### config.mk
export PLATFORM = sky130hd
export DESIGN_NAME = leaf_stream_bridge
export DESIGN_NICKNAME = d
export VERILOG_FILES = /design/src/rtl/leaf_stream_bridge.sv
export SDC_FILE = /design/constraint.sdc
export NUM_CORES = 1
export LEC_CHECK = 0
export BUFFER_PORTS_ARGS = -buffer_cell sky130_fd_sc_hd__buf_2
export CAP_MARGIN = 20
export CORE_ASPECT_RATIO = 1.75
export CORE_MARGIN = 2
export CORE_UTILIZATION = 61
export DETAILED_ROUTE_END_ITERATION = 7
export PLACE_DENSITY = 0.77
export SLEW_MARGIN = 20
export SYNTH_ARGS = -nofsm -noshare
export SYNTH_HDL_FRONTEND = slang
export SYNTH_SLANG_ARGS = --single-unit
### constraint.sdc
create_clock -name clk -period 5.35 [get_ports clk]
set_input_delay 0.535 -clock clk [delete_from_list [all_inputs] [get_ports clk]]
set_output_delay 0.535 -clock clk [all_outputs]
set_load 0.02 [all_outputs]
### src/rtl/leaf_stream_bridge.sv
// leaf_stream_bridge
// Buffers streams between a BFT leaf_interface and an HLS user kernel. Every
// channel has its own show-ahead FIFO, so stalls on the kernel side and on the
// leaf side are decoupled from each other.
//
// Optional feature: define LEAF_STREAM_BRIDGE_CNT_EN to add the xfer_cnt port
// and the CNT_BITS parameter (one downstream-transfer counter per channel).
//
// Ports
//   clk, reset                 clock; synchronous active-high reset
//   ap_start                   1 = channels run, 0 = every handshake frozen
//   dout_leaf_interface2user   interface -> bridge data, ch i at [i*PAYLOAD_BITS +: PAYLOAD_BITS]
//   vld_interface2user         interface -> bridge valid per channel
//   ack_user2interface         bridge -> interface ready per channel
//   in_tdata/in_tvalid         bridge -> kernel input streams
//   in_tready                  kernel -> bridge ready
//   out_tdata/out_tvalid       kernel -> bridge output streams
//   out_tready                 bridge -> kernel ready
//   din_leaf_user2interface    bridge -> interface data
//   vld_user2interface         bridge -> interface valid
//   ack_interface2user         interface -> bridge ready
//   idle                       registered: every FIFO empty
//   xfer_cnt                   (feature only) counters, input channels first
//
// Channels are numbered 0..NUM_IN_PORTS-1 for interface->kernel and
// NUM_IN_PORTS.. for kernel->interface; all share one FIFO implementation.
module leaf_stream_bridge #(
  parameter int unsigned PAYLOAD_BITS  = 32,
  parameter int unsigned NUM_IN_PORTS  = 2,
  parameter int unsigned NUM_OUT_PORTS = 1,
  parameter int unsigned DEPTH_LOG2    = 4
`ifdef LEAF_STREAM_BRIDGE_CNT_EN
  ,
  parameter int unsigned CNT_BITS      = 32
`endif
) (
  input  logic                                  clk,
  input  logic                                  reset,
  input  logic                                  ap_start,
  input  logic [NUM_IN_PORTS*PAYLOAD_BITS-1:0]  dout_leaf_interface2user,
  input  logic [NUM_IN_PORTS-1:0]               vld_interface2user,
  output logic [NUM_IN_PORTS-1:0]               ack_user2interface,
  output logic [NUM_IN_PORTS*PAYLOAD_BITS-1:0]  in_tdata,
  output logic [NUM_IN_PORTS-1:0]               in_tvalid,
  input  logic [NUM_IN_PORTS-1:0]               in_tready,
  input  logic [NUM_OUT_PORTS*PAYLOAD_BITS-1:0] out_tdata,
  input  logic [NUM_OUT_PORTS-1:0]              out_tvalid,
  output logic [NUM_OUT_PORTS-1:0]              out_tready,
  output logic [NUM_OUT_PORTS*PAYLOAD_BITS-1:0] din_leaf_user2interface,
  output logic [NUM_OUT_PORTS-1:0]              vld_user2interface,
  input  logic [NUM_OUT_PORTS-1:0]              ack_interface2user,
  output logic                                  idle
`ifdef LEAF_STREAM_BRIDGE_CNT_EN
  ,
  output logic [(NUM_IN_PORTS+NUM_OUT_PORTS)*CNT_BITS-1:0] xfer_cnt
`endif
);

  localparam int unsigned NCH   = NUM_IN_PORTS + NUM_OUT_PORTS;
  localparam int unsigned DEPTH = 1 << DEPTH_LOG2;
  localparam int unsigned PW    = DEPTH_LOG2 + 1;
  localparam int unsigned AW    = DEPTH_LOG2;

  // Unified per-channel views of the upstream and downstream sides
  logic [NCH-1:0]          up_vld;
  logic [NCH-1:0]          up_rdy;
  logic [NCH-1:0]          dn_vld;
  logic [NCH-1:0]          dn_rdy;
  logic [PAYLOAD_BITS-1:0] up_data [NCH];
  logic [PAYLOAD_BITS-1:0] head    [NCH];

  logic [NCH-1:0] full;
  logic [NCH-1:0] empty;
  logic [NCH-1:0] empty_nxt;
  logic [NCH-1:0] push;
  logic [NCH-1:0] pop;

  // Handshakes are only possible while started and outside reset
  logic run;
  assign run = ap_start & ~reset;

  // Interface -> kernel channel mapping
  for (genvar i = 0; i < NUM_IN_PORTS; i++) begin : g_in_map
    assign up_vld[i]  = vld_interface2user[i];
    assign up_data[i] = dout_leaf_interface2user[i*PAYLOAD_BITS +: PAYLOAD_BITS];
    assign dn_rdy[i]  = in_tready[i];

    assign ack_user2interface[i]                    = up_rdy[i];
    assign in_tvalid[i]                             = dn_vld[i];
    assign in_tdata[i*PAYLOAD_BITS +: PAYLOAD_BITS] = head[i];
  end

  // Kernel -> interface channel mapping
  for (genvar j = 0; j < NUM_OUT_PORTS; j++) begin : g_out_map
    localparam int unsigned C = NUM_IN_PORTS + j;

    assign up_vld[C]  = out_tvalid[j];
    assign up_data[C] = out_tdata[j*PAYLOAD_BITS +: PAYLOAD_BITS];
    assign dn_rdy[C]  = ack_interface2user[j];

    assign out_tready[j]                                           = up_rdy[C];
    assign vld_user2interface[j]                                   = dn_vld[C];
    assign din_leaf_user2interface[j*PAYLOAD_BITS +: PAYLOAD_BITS] = head[C];
  end

  // Per-channel show-ahead FIFO
  for (genvar c = 0; c < NCH; c++) begin : g_ch
    logic [PW-1:0]           wr_ptr;
    logic [PW-1:0]           rd_ptr;
    logic [PAYLOAD_BITS-1:0] mem [DEPTH];

    // Extra pointer MSB distinguishes full from empty
    assign full[c]  = (wr_ptr[PW-1] != rd_ptr[PW-1]) &&
                      (wr_ptr[AW-1:0] == rd_ptr[AW-1:0]);
    assign empty[c] = (wr_ptr == rd_ptr);

    // Ready/valid depend on registered pointers plus run only
    assign up_rdy[c] = run & ~full[c];
    assign dn_vld[c] = run & ~empty[c];
    assign push[c]   = up_vld[c] & up_rdy[c];
    assign pop[c]    = dn_vld[c] & dn_rdy[c];

    assign head[c] = mem[rd_ptr[AW-1:0]];

    assign empty_nxt[c] = ((wr_ptr + PW'(push[c])) == (rd_ptr + PW'(pop[c])));

    // Pointer update; reset discards contents by clearing both pointers
    always_ff @(posedge clk) begin
      if (reset) begin
        wr_ptr <= '0;
        rd_ptr <= '0;
      end else begin
        if (push[c]) wr_ptr <= wr_ptr + PW'(1);
        if (pop[c])  rd_ptr <= rd_ptr + PW'(1);
      end
    end

    // Storage has no reset; push is already blocked during reset
    always_ff @(posedge clk) begin
      if (push[c]) mem[wr_ptr[AW-1:0]] <= up_data[c];
    end
  end

  // Idle drops as soon as a beat is accepted and returns only once every
  // FIFO has been empty both before and after the update
  always_ff @(posedge clk) begin
    if (reset) idle <= 1'b1;
    else       idle <= &(empty & empty_nxt);
  end

`ifdef LEAF_STREAM_BRIDGE_CNT_EN
  // Downstream-side transfer counters, wrapping
  for (genvar c = 0; c < NCH; c++) begin : g_cnt
    logic [CNT_BITS-1:0] cnt;

    always_ff @(posedge clk) begin
      if (reset)       cnt <= '0;
      else if (pop[c]) cnt <= cnt + CNT_BITS'(1);
    end

    assign xfer_cnt[c*CNT_BITS +: CNT_BITS] = cnt;
  end
`endif

endmodule

==> run metrics <==
run status=complete, no violations; Die H=420 um; pwr/cell area=353 mW/mm2; Net Count, Synth=2579; commonest cells in the netlist=edfxtp_1, mux4_2, nor2_1, clkbuf_1, dfxtp_1; worst hold slack=154 ps; max-slew violation count=0; Psw=0.00463 W; Post-synth EDFFs=1536; Tot GR Track Use=0.274; total CTS buffers=134; Clock Sinks=1579; final WL=135000 um; Synth area leader=edfxtp_1; Setup TNS=0 ps; IR drop worst, VDD=0.374 mV; Slew @ Worst Pin=1150 ps; Post-DP Area=0.0634 mm2; row count=152; Yosys reg bits=1579; H-tree Lvls=4; Mapped Avg Cell Area=24.6 um2; RD Place Congestion=0.792; Synth async-reset ratio=0; DRT Pass-1 Iters=5; dpl ws=1570 ps; WL per Instance=32.5 um; Final WS setup=1210 ps; Int Power=0.0193 W; sequential fraction of the synthesis area=0.780; Switching Share=0.193; crit start category=flip-flop; Clock Power Share=0.409; RSZ-0062 raised after global routing=no; Total Power=0.0239 W; Hold Crit Depth=1; Primary FF master, synth=edfxtp_1; Comb pwr share=0.022; Mapped Cells=2447; final worst path period need=4140 ps; FMAX=0.241 GHz; Synth area leaders=edfxtp_1, mux4_2, dfxtp_1; Worst Skew=23.0 ps; r2r endpoint=g_ch[1].mem[12][14]$_DFFE_PP_; Worst EP arrival=3610 ps; Initial Util=0.615; worst reg2reg startpoint=g_ch[1].wr_ptr[2]$_SDFFE_PP0P_; Via Count=27500; Hold Crit Endpoint=g_ch[1].mem[8][21]$_DFFE_PP_; fin crit share=0.774; Die Area=0.101 mm2; synth unique cells=38; worst hold start=dout_leaf_interface2user[53]; layout cell share with drive strength beyond 1=0.356; DRT iter0 DRCs=3060; CTS tree=done; Yosys top cell area share=0.766; # hold bufs at CTS=0; remaining global-route overflow=0; Slew Limit Headroom=0.236; Area Growth Syn to Fin=12.6%; max_cap viols=0; Register-to-Register Path Depth=6; pin count of the biggest net entering global routing=85; # IOs=208; CP endpoint kind=output pin; vias in the first global route=29200; detailed placement HPWL=73000 um; global-route wire length before repair=199000 um; Final #Nets=2874; P_leak=20.7 nW; initial antenna violation count=24; DR DRC count=0; Max Buffers Root-to-Sink=3; Vias/cell=6.61; core area=0.0979 mm2; final hold violation count=0; Mapped Area=0.0603 mm2; Final setup viols=0; flop2flop setup slack=1970 ps; Routed Antenna Nets=0; root buf cell=clkbuf_16; post-CTS sizing=0; CP max FO=43; Syn. warnings=0; Setup CP Type=flip-flop to output pin; IO buf count=207; post-CTS setup buffer count=0; Seq pwr share=0.569; Reg clk slew, reported paths=80 ps; later-pin clock latency in the skew report=750 ps; worst min path class=input port to flip-flop; required time of the critical path=4820 ps; Final Cell Area=0.0678 mm2; Die Width=242 um; count leader, synth=edfxtp_1
## cell families after synthesis
group	count (synthesis)	share of synthesized area
flip-flops	1579	0.780
multiplexers	489	0.181
adder cells (fa/ha/maj)	27	0.00561
AO/OA/AOI/OAI	30	0.00378
buffers and inverters	130	0.0111
AND/OR/NAND/NOR	135	0.0104
XOR/XNOR	57	0.00841
## placed cells by master, fill, tap and decap left out, drive strengths merged, types with 4 or more instances in the layout
| master | n |
|---|---|
| a211oi | 12 |
| diode | 8 |
| dfxtp | 43 |
| inv | 16 |
| xor2 | 16 |
| a21oi | 12 |
| edfxtp | 1536 |
| buf | 277 |
| nand3 | 17 |
| mux2i | 9 |
| bufinv | 17 |
| nand2 | 24 |
| clkbuf | 165 |
| nor3 | 13 |
| nand2b | 5 |
| ha | 27 |
| clkinv | 44 |
| nor2b | 4 |
| mux4 | 480 |
| xnor2 | 41 |
| nor2 | 63 |
## flip-flops by register name (all words and copies together), names as in the netlist, named ones only
name / count
g_ch.rd_ptr: 15
g_ch.mem: 1536
idle: 1
g_ch.wr_ptr: 15
## worst max-delay path by stage
stage	start	to	slack [ps]	depth (start not counted)
global route	flip-flop	in_tdata[54]	980	4
CTS	flip-flop	in_tdata[52]	1060	4
global placement	reset	g_ch[0].mem[12][21]$_DFFE_PP_	1630	6
finish	flip-flop	in_tdata[52]	1210	4
floorplan	ap_start	g_ch[2].mem[1][0]$_DFFE_PP_	1300	5
detailed placement	reset	g_ch[1].mem[12][14]$_DFFE_PP_	1570	7
## per-layer routing
layer	part of all wire	up-vias	GRT usage
met1	0.34	14700	0.335
met5	0.0011	-	0
met3	0.078	261	0.0567
met2	0.55	1413	0.496
met4	0.028	24	0.0823
li1	-	11100	-
## stage by stage
stage | cells | util
2_1_floorplan | 2447 | -
3_3_place_gp | 3903 | 0.645
3_5_place_dp | 3914 | 0.648
4_1_cts | 4147 | 0.692
5_1_grt | 4150 | 0.692
6_report | 4156 | 0.692
## critical path, cell delays in order, from the launching register on
cell     delay, ps
dfxtp_4        950
buf_4          560
mux4_2         610
mux4_2         510
buf_2          180
## layout make-up
class | count | area, um2
Antenna cell | 8 | 20.0
Clock buffer | 165 | 3550
Clock inverter | 68 | 777
Fill cell | 5586 | 30100
Inverter | 12 | 45.0
Multi-Input combinational cell | 738 | 12900
Sequential cell | 1579 | 47000
Tap cell | 1309 | 1640
Timing Repair Buffer | 277 | 1850
## power by group through the flow
| stage | clock, W | combinational [W] | sequential (W) |
|---|---|---|---|
| after global placement | 0 | 0.000496 | 0.0139 |
| after detailed placement | 0 | 0.000522 | 0.0139 |
| after global routing | 0.0103 | 0.000564 | 0.0136 |
| after floorplan | 0 | 0.000247 | 0.0139 |
| after CTS | 0.00994 | 0.000529 | 0.0136 |
| final | 0.00980 | 0.000527 | 0.0136 |
No activity file was read; power rests on OpenSTA's default activity.
